==> src/rtl/cpu_sramlike_bridge.sv <==
// CPU memory port to SRAM-like req/addr_ok/data_ok bus bridge.
// Stalls the pipeline per transaction and holds read data across stalls.
module cpu_sramlike_bridge #(
  parameter int ADDR_W = 32,
  parameter int DATA_W = 32,
  parameter int SIZE_W = 2
) (
  input  logic                clk,
  input  logic                resetn,
  input  logic                cpu_en,
  input  logic [DATA_W/8-1:0] cpu_wen,
  input  logic [ADDR_W-1:0]   cpu_addr,
  input  logic [DATA_W-1:0]   cpu_wdata,
  output logic [DATA_W-1:0]   cpu_rdata,
  input  logic                cpu_hold,
  input  logic                cpu_flush,
  output logic                cpu_stall,
  output logic                req,
  output logic                wr,
  output logic [SIZE_W-1:0]   size,
  output logic [ADDR_W-1:0]   addr,
  output logic [DATA_W-1:0]   wdata,
  input  logic                addr_ok,
  input  logic                data_ok,
  input  logic [DATA_W-1:0]   rdata
);

  localparam int NB = DATA_W / 8;
  localparam int LG = $clog2(NB);
  localparam logic [SIZE_W-1:0] SZ_FULL = SIZE_W'(LG);

  localparam logic [1:0] S_IDLE = 2'd0;
  localparam logic [1:0] S_REQ  = 2'd1;
  localparam logic [1:0] S_WAIT = 2'd2;
  localparam logic [1:0] S_DONE = 2'd3;

  logic [1:0]        r_state;
  logic              r_drop;
  logic              w_drop;
  logic              w_wr;
  logic [SIZE_W-1:0] w_size;
  logic [NB-1:0]     w_pat;

  assign w_wr   = |cpu_wen;
  assign w_drop = r_drop | cpu_flush;

  // Only naturally aligned power-of-two byte runs get a narrow size.
  always_comb begin
    w_size = SZ_FULL;
    w_pat  = '0;
    for (int s = 0; s <= LG; s++) begin
      for (int k = 0; k < NB; k += (1 << s)) begin
        w_pat = '1;
        w_pat = w_pat >> (NB - (1 << s));
        w_pat = w_pat << k;
        if (cpu_wen == w_pat) w_size = SIZE_W'(s);
      end
    end
  end

  assign cpu_stall = resetn & (
    (r_state == S_IDLE & cpu_en & ~cpu_flush) |
    (r_state == S_REQ) |
    (r_state == S_WAIT));

  always_ff @(posedge clk or negedge resetn) begin
    if (!resetn) begin
      r_state   <= S_IDLE;
      r_drop    <= 1'b0;
      req       <= 1'b0;
      wr        <= 1'b0;
      size      <= '0;
      addr      <= '0;
      wdata     <= '0;
      cpu_rdata <= '0;
    end else begin
      unique case (r_state)
        S_IDLE: begin
          r_drop <= 1'b0;
          if (cpu_en && !cpu_flush) begin
            req     <= 1'b1;
            wr      <= w_wr;
            size    <= w_wr ? w_size : SZ_FULL;
            addr    <= cpu_addr;
            wdata   <= cpu_wdata;
            r_state <= S_REQ;
          end
        end
        S_REQ: begin
          if (cpu_flush) r_drop <= 1'b1;
          if (addr_ok) begin
            req     <= 1'b0;
            r_state <= S_WAIT;
          end
        end
        S_WAIT: begin
          // A flushed access still drains the bus, then returns silently.
          r_drop <= data_ok ? 1'b0 : w_drop;
          if (data_ok) begin
            if (!wr && !w_drop) cpu_rdata <= rdata;
            r_state <= w_drop ? S_IDLE : S_DONE;
          end
        end
        S_DONE: begin
          if (!cpu_hold || cpu_flush) r_state <= S_IDLE;
        end
        default: r_state <= S_IDLE;
      endcase
    end
  end

endmodule

==> config.mk <==
export PLATFORM = sky130hd
export DESIGN_NAME = cpu_sramlike_bridge
export DESIGN_NICKNAME = d
export VERILOG_FILES = /design/src/rtl/cpu_sramlike_bridge.sv
export SDC_FILE = /design/constraint.sdc
export NUM_CORES = 1
export LEC_CHECK = 0
export CAP_MARGIN = 20
export CORE_MARGIN = 4
export CORE_UTILIZATION = 39
export DETAILED_ROUTE_END_ITERATION = 6
export GPL_ROUTABILITY_DRIVEN = 0
export MAX_ROUTING_LAYER = met4
export PLACE_DENSITY = 0.78
export SYNTH_ARGS = -nofsm -noshare
export SYNTH_HDL_FRONTEND = slang
export SYNTH_SLANG_ARGS = --single-unit
export TNS_END_PERCENT = 10
==> constraint.sdc <==
create_clock -name clk -period 2 [get_ports clk]
set_input_delay 0.4 -clock clk [delete_from_list [all_inputs] [get_ports clk]]
set_output_delay 0.4 -clock clk [all_outputs]
set_load 0.05 [all_outputs]
==> results of run 1 <==
[what timing repair did]
action                     4_1_cts  5_1_grt
setup endpoints to repair        1        4
resized for setup                5        3
pin swaps                        1        2
buffers inserted                 3        4
[final cells by class]
class	instances	area [sq um]
clock buffer	13	159
clock inverter	3	65.1
fill	747	3520
inverter	3	11.3
multi-input combinational	137	1510
sequential	103	2580
tap	136	170
timing repair buffer	228	2310
[power breakdown]
group	internal [W]	leakage [nW]	switching [W]	total, W
combinational	0.00317	1.70	0.00487	0.00804
clock	0.000774	0.114	0.000667	0.00144
sequential	0.00312	1.24	0.000553	0.00367
total	0.00706	3.05	0.00609	0.0131
[worst paths after layout]
check	slack (ns)	startpoint	cells after the start	end
hold / removal	0.16	resetn	2	cpu_rdata[9]$_DFFE_PN0P_
setup reg to reg	0.22	r_state[0]$_DFFE_PN0P_	6	cpu_rdata[6]$_DFFE_PN0P_
min in group clk	0.50	size[0]$_DFFE_PN0P_	2	size[0]$_DFFE_PN0P_
max in group asynchronous	1.48	resetn	2	cpu_rdata[16]$_DFFE_PN0P_
setup / recovery	0.05	size[1]$_DFFE_PN0P_	1	size[1]
hold reg to reg	0.50	size[0]$_DFFE_PN0P_	2	size[0]$_DFFE_PN0P_
[kinds of logic (layout without fill, tap and decap cells)]
group           count (synthesis)  count (layout)  synth area share (%)
buf+inv                        14             247                  2.05
fa+ha+maj                       5               5                  1.51
flops                         103             103                  62.1
compound gates                 16              16                  2.65
simple gates                   20              20                  2.87
mux                            96              96                  28.8
[cell usage in the layout (no fill, tap or decap), types with 2 or more instances in the layout]
cell and count:
nor2b_1 3, buf_12 7, inv_2 2, bufinv_16 2, nand2_1 3, ha_1 3
o21ai_0 6, a21oi_1 5, clkdlybuf4s50_1 198, mux2_2 66, clkbuf_8 11, mux2_4 30
buf_4 20, dlymetal6s2s_1 3, dfrtp_1 103, nor2_1 6, clkbuf_1 2
[registers in the layout, summed over array words and instances (netlist names)]
name	count
wdata	32
req	1
cpu_rdata	32
wr	1
size	2
r_drop	1
addr	32
r_state	2
[layer usage]
| layer | GRT usage (%) | vias up | wire (microns) | share of wire (%) |
|---|---|---|---|---|
| li1 | - | 1338 | - | - |
| met3 | 4.59 | 21 | 736 | 6.9 |
| met4 | 6.65 | 0 | 274 | 2.6 |
| met5 | - | - | 0 | 0 |
| met1 | 21.0 | 1422 | 4480 | 42 |
| met2 | 28.2 | 145 | 5100 | 48 |
[stage by stage]
step	hold WS [ns]	TNS (ns)	setup slack [ns]	power [W]	utilization, %
floorplan	0.104	0	0.129	0.00882	-
global placement	0.466	-2.67	-0.0539	0.0115	63.0
detailed placement	0.479	-3.57	-0.0781	0.0117	63.0
CTS	0.169	0	0.000301	0.0132	65.5
global route	0.182	-0.0275	-0.0275	0.0137	65.9
finish	0.157	0	0.0546	0.0131	65.9
[synthesized netlist by cell type (all sizes together)]
| master | number | share of area [%] |
|---|---|---|
| nor2 | 6 | 0.54 |
| nand2b | 1 | 0.15 |
| o21ai | 6 | 0.72 |
| a31oi | 1 | 0.15 |
| dfrtp | 103 | 62 |
| o22ai | 1 | 0.15 |
| a21o | 1 | 0.18 |
| nor3b | 1 | 0.30 |
| nor2b | 3 | 0.45 |
| ha | 5 | 1.5 |
| nand3b | 2 | 0.45 |
| and2b | 1 | 0.18 |
| nor4 | 1 | 0.15 |
| nand2 | 3 | 0.27 |
| a21oi | 5 | 0.60 |
| a21boi | 1 | 0.18 |
| and3b | 1 | 0.21 |
| and3 | 1 | 0.15 |
| mux2 | 96 | 29 |
| inv | 3 | 0.27 |
| buf | 11 | 1.8 |
| a2111oi | 1 | 0.66 |
==> results.md, run 1 <==
- Layout cell share with drive strength beyond 1: 29.8%
- Max Fclk: 514 MHz
- HPWL after DPL: 8000 microns
- Seq/Total Area, Yosys: 62.1%
- Slew HR: 64.0%
- Routed WL: 10600 microns
- Syn Std Cell Area: 4150 sq um
- Critical path's slowest cell: clkdlybuf4s50_1
- Syn Area/Cell: 16.3 sq um
- H-tree depth: 3
- FP Rows: 37
- CP delay by family, top: buffers and inverters
- Die width: 111 microns
- Post-Place Cell Area: 6500 sq um
- Clock-pin slew on the worst setup and hold paths: 0.09 ns
- Final Hold Viols: 0
- Worst-case vdd ir drop: 1.16 mV
- Vias in the first global route: 3320
- Slowest Stage Delay on Critical Path: 0.83 ns
- Crit-path max FO: 2
- Pre-antenna DRT Iters: 4
- Crit-path cells: clkdlybuf4s50_1
- DR WL/cell: 17.0 microns
- First-pass GRT wire length: 16800 microns
- Synth warnings: 0
- Setup Skew: 0.00473 ns
- Area growth syn-to-layout: 64.0%
- Final setup viols: 0
- Fin nets: 594
- Measured slew at the worst slew-check pin: 0.539 ns
- Largest net degree at the start of global routing: 104
- Buffer depth of the longest clock path: 2
- Cell area power density: 1930 nW/um^2
- Fin cells: 623
- CP bufs+invs: 1
- Skew-Pair Late Insertion Delay: 0.35 ns
- Final Cycle Share: 97.3%
- Hold WC Path Type: input pin to async pin
- Initial antenna violation count: 0
- Total die area: 12300 sq um
- Placed Cells: 600
- RSZ-0062 raised after global routing: true
- Worst setup SP type: register
- Initial Utilization: 40.2%
- ANT cells: 0
- Final antenna-violating net count: 0
- Io pins: 208
- Overflow after GRT: 0
- CTS tree: built
- TritonCTS Buffers: 9
- Leak pwr: 3.05 nW
- Synth unique cells: 25
- Yosys reg bits: 103
- Vias per cell: 4.70
- Vias: 2926
- DRC Markers: 0
- Port Buf Inserts: 207
- Kind of critical path: register to primary output
- Clock Sinks: 103
- Final min period: 1.95 ns
- Hold buffer count at cts: 0
- Status: finished, final reports clean
- CP arrival: 1.55 ns
- Syn nets: 366
- Worst setup EP type: primary output
- Maxcap violations: 0
- GR Util All Layers: 17.4%
- Cells after synthesis: 254
- Final Max Tran Viols: 0
- Root Buffer: clkbuf_8
- CP required: 1.60 ns
- Starting DRT DRC Count: 58
- Die H: 111 microns
- Cell area after layout: 6800 sq um
- Core ar.: 10300 sq um
Note: power is estimated with default switching activity, not from simulation.
==> run 2: changes to the inputs <==
Settings changed: CAP_MARGIN 20 to 15.
==> results of run 2 <==
No change in the layout: final DEF, timing and power equal those of run 1.
==> run 3: changes to the inputs <==
Settings changed: SKIP_LAST_GASP from default to 1.
==> results.md, run 3 (synthesis gave the netlist of run 1 again) <==
- CP arrival: 1.55 ns (about the same)
- Clock Sinks: 103 (unchanged)
- Total die area: 12300 sq um (unchanged)
- Status: finished, final reports clean
- Setup slack after layout: 0.0535 ns (-0.00117 ns)
- Multi-input gate area in the final layout: 1510 sq um (unchanged)
- Leak pwr: 3.03 nW (-0.70%)
- RSZ-0062 raised after global routing: true
- CP delay by family, top: buffers and inverters
- DR WL/cell: 17.0 microns (about the same)
- Die width: 111 microns (unchanged)
- Final Max Tran Viols: 0 (unchanged)
- Pre-antenna DRT Iters: 4 (unchanged)
- Root Buffer: clkbuf_8
- CP bufs+invs: 1 (unchanged)
- Die H: 111 microns (unchanged)
- Fin nets: 594 (unchanged)
- Maxcap violations: 0 (unchanged)
- Layout cell share with drive strength beyond 1: 29.8% (unchanged)
- Max Fclk: 514 MHz (about the same)
- Area growth syn-to-layout: 63.9% (about the same)
- TritonCTS Buffers: 9 (unchanged)
- Routed WL: 10600 microns (about the same)
- Seq. cell area: 2580 sq um (unchanged)
- Most common cell after layout, fill and taps aside: clkdlybuf4s50_1
- Worst setup SP type: register
- Fillers: 748 (+0.13%)
- Port Buf Inserts: 207 (unchanged)
- Cell area after layout: 6800 sq um (about the same)
- Initial Utilization: 40.2% (unchanged)
- Final setup viols: 0 (unchanged)
- CP required: 1.60 ns (about the same)
- First-pass GRT wire length: 16800 microns (unchanged)
- Slew HR: 64.0% (unchanged)
- Kind of critical path: register to primary output
- Setup Skew: 0.00473 ns (-0.000000110 ns)
- Layout Utilization: 65.9% (about the same)
- Core ar.: 10300 sq um (unchanged)
- Vias: 2923 (-0.10%)
- DRC Markers: 0 (unchanged)
- Power, Total: 0.0132 W (about the same)
- Final Cycle Share: 97.3% (about the same)
- CTS tree: built
- Cell area power density: 1930 nW/um^2 (about the same)
- Final min period: 1.95 ns (+0.00117 ns)
- Post-Place Cell Area: 6500 sq um (unchanged)
- Clock-pin slew on the worst setup and hold paths: 0.09 ns (about the same)
- Commonest non-fill, non-tap cells in the layout: clkdlybuf4s50_1 (200), dfrtp_1 (103), mux2_2 (66)
- Regs by FF count: addr x32, cpu_rdata x32, wdata x32
- HPWL after DPL: 8000 microns (unchanged)
- Slowest Stage Delay on Critical Path: 0.82 ns (about the same)
- Skew-Pair Late Insertion Delay: 0.35 ns (about the same)
- Hold WC Path Type: input pin to async pin
- Final Hold Viols: 0 (unchanged)
- Final antenna-violating net count: 0 (unchanged)
- GR Util All Layers: 17.4% (unchanged)
- H-tree depth: 3 (unchanged)
- Vias per cell: 4.69 (-0.10%)
- ANT cells: 0 (unchanged)
- Io pins: 208 (unchanged)
- Worst setup EP type: primary output
- Hold buffer count at cts: 0 (unchanged)
- Largest net degree at the start of global routing: 104 (unchanged)
- Initial antenna violation count: 0 (unchanged)
- Crit-path cells: clkdlybuf4s50_1
- Starting DRT DRC Count: 63 (+8.6%)
- Vias in the first global route: 3320 (unchanged)
- Overflow after GRT: 0 (unchanged)
- Crit-path max FO: 2 (unchanged)
- FP Rows: 37 (unchanged)
- Critical path's slowest cell: clkdlybuf4s50_1
- Worst-case vdd ir drop: 1.12 mV (-2.8%)
- Buffer depth of the longest clock path: 2 (unchanged)
- Measured slew at the worst slew-check pin: 0.539 ns (unchanged)
- Setup WS pre-CTS: -0.0781 ns (unchanged)
[run 3: final timing paths]
path / from / end / slack (ns) / cells after the start
setup / recovery: cpu_rdata[21]$_DFFE_PN0P_ / cpu_rdata[21] / 0.05 / 1
hold / removal: resetn / cpu_rdata[9]$_DFFE_PN0P_ / 0.16 / 2
setup reg to reg: r_state[0]$_DFFE_PN0P_ / cpu_rdata[6]$_DFFE_PN0P_ / 0.23 / 6
hold reg to reg: size[0]$_DFFE_PN0P_ / size[0]$_DFFE_PN0P_ / 0.50 / 2
max in group asynchronous: resetn / cpu_rdata[16]$_DFFE_PN0P_ / 1.48 / 2
min in group clk: size[0]$_DFFE_PN0P_ / size[0]$_DFFE_PN0P_ / 0.50 / 2
[run 3: layout make-up]
type	count	area share, %
Clock buffer	13	2.34
Clock inverter	3	0.957
Multi-Input combinational cell	137	22.2
Sequential cell	103	37.9
Inverter	3	0.166
Timing Repair Buffer	228	33.9
Tap cell	136	2.50
[run 3: report_power, final]
part	total, W	internal (W)	switching (W)
logic	0.00804	0.00317	0.00487
registers	0.00367	0.00312	0.000554
clock network	0.00144	0.000774	0.000668
total	0.0132	0.00706	0.00609
[run 3: metrics by stage]
step           TNS, ns  instances  hold WS, ns
6_report             0        623        0.156
3_5_place_dp     -3.57        600        0.479
4_1_cts              0        619        0.169
2_1_floorplan        0        254        0.104
3_3_place_gp     -2.67        600        0.466
5_1_grt        -0.0490        623        0.182
[run 3: worst register-to-register path: stages, from the launching register on]
cell	delay (ns)
dfrtp_1	0.42
inv_2	0.10
ha_1	0.21
nor3b_2	0.25
nand3b_2	0.15
buf_12	0.21
mux2_4	0.33
[run 3: routing by layer]
layer	vias to the layer above	global-route usage (%)	part of all wire (%)
li1	1337	-	-
met1	1420	21.0	42
met2	145	28.2	48
met3	21	4.59	7.0
met4	0	6.65	2.6
met5	-	-	0
[run 3: timing repair]
item	4_1_cts	5_1_grt
pin swaps	1	2
endpoints found under the setup margin	1	4
setup buffers	3	4
gates resized for setup	5	1
hold endpoints to repair	0	0
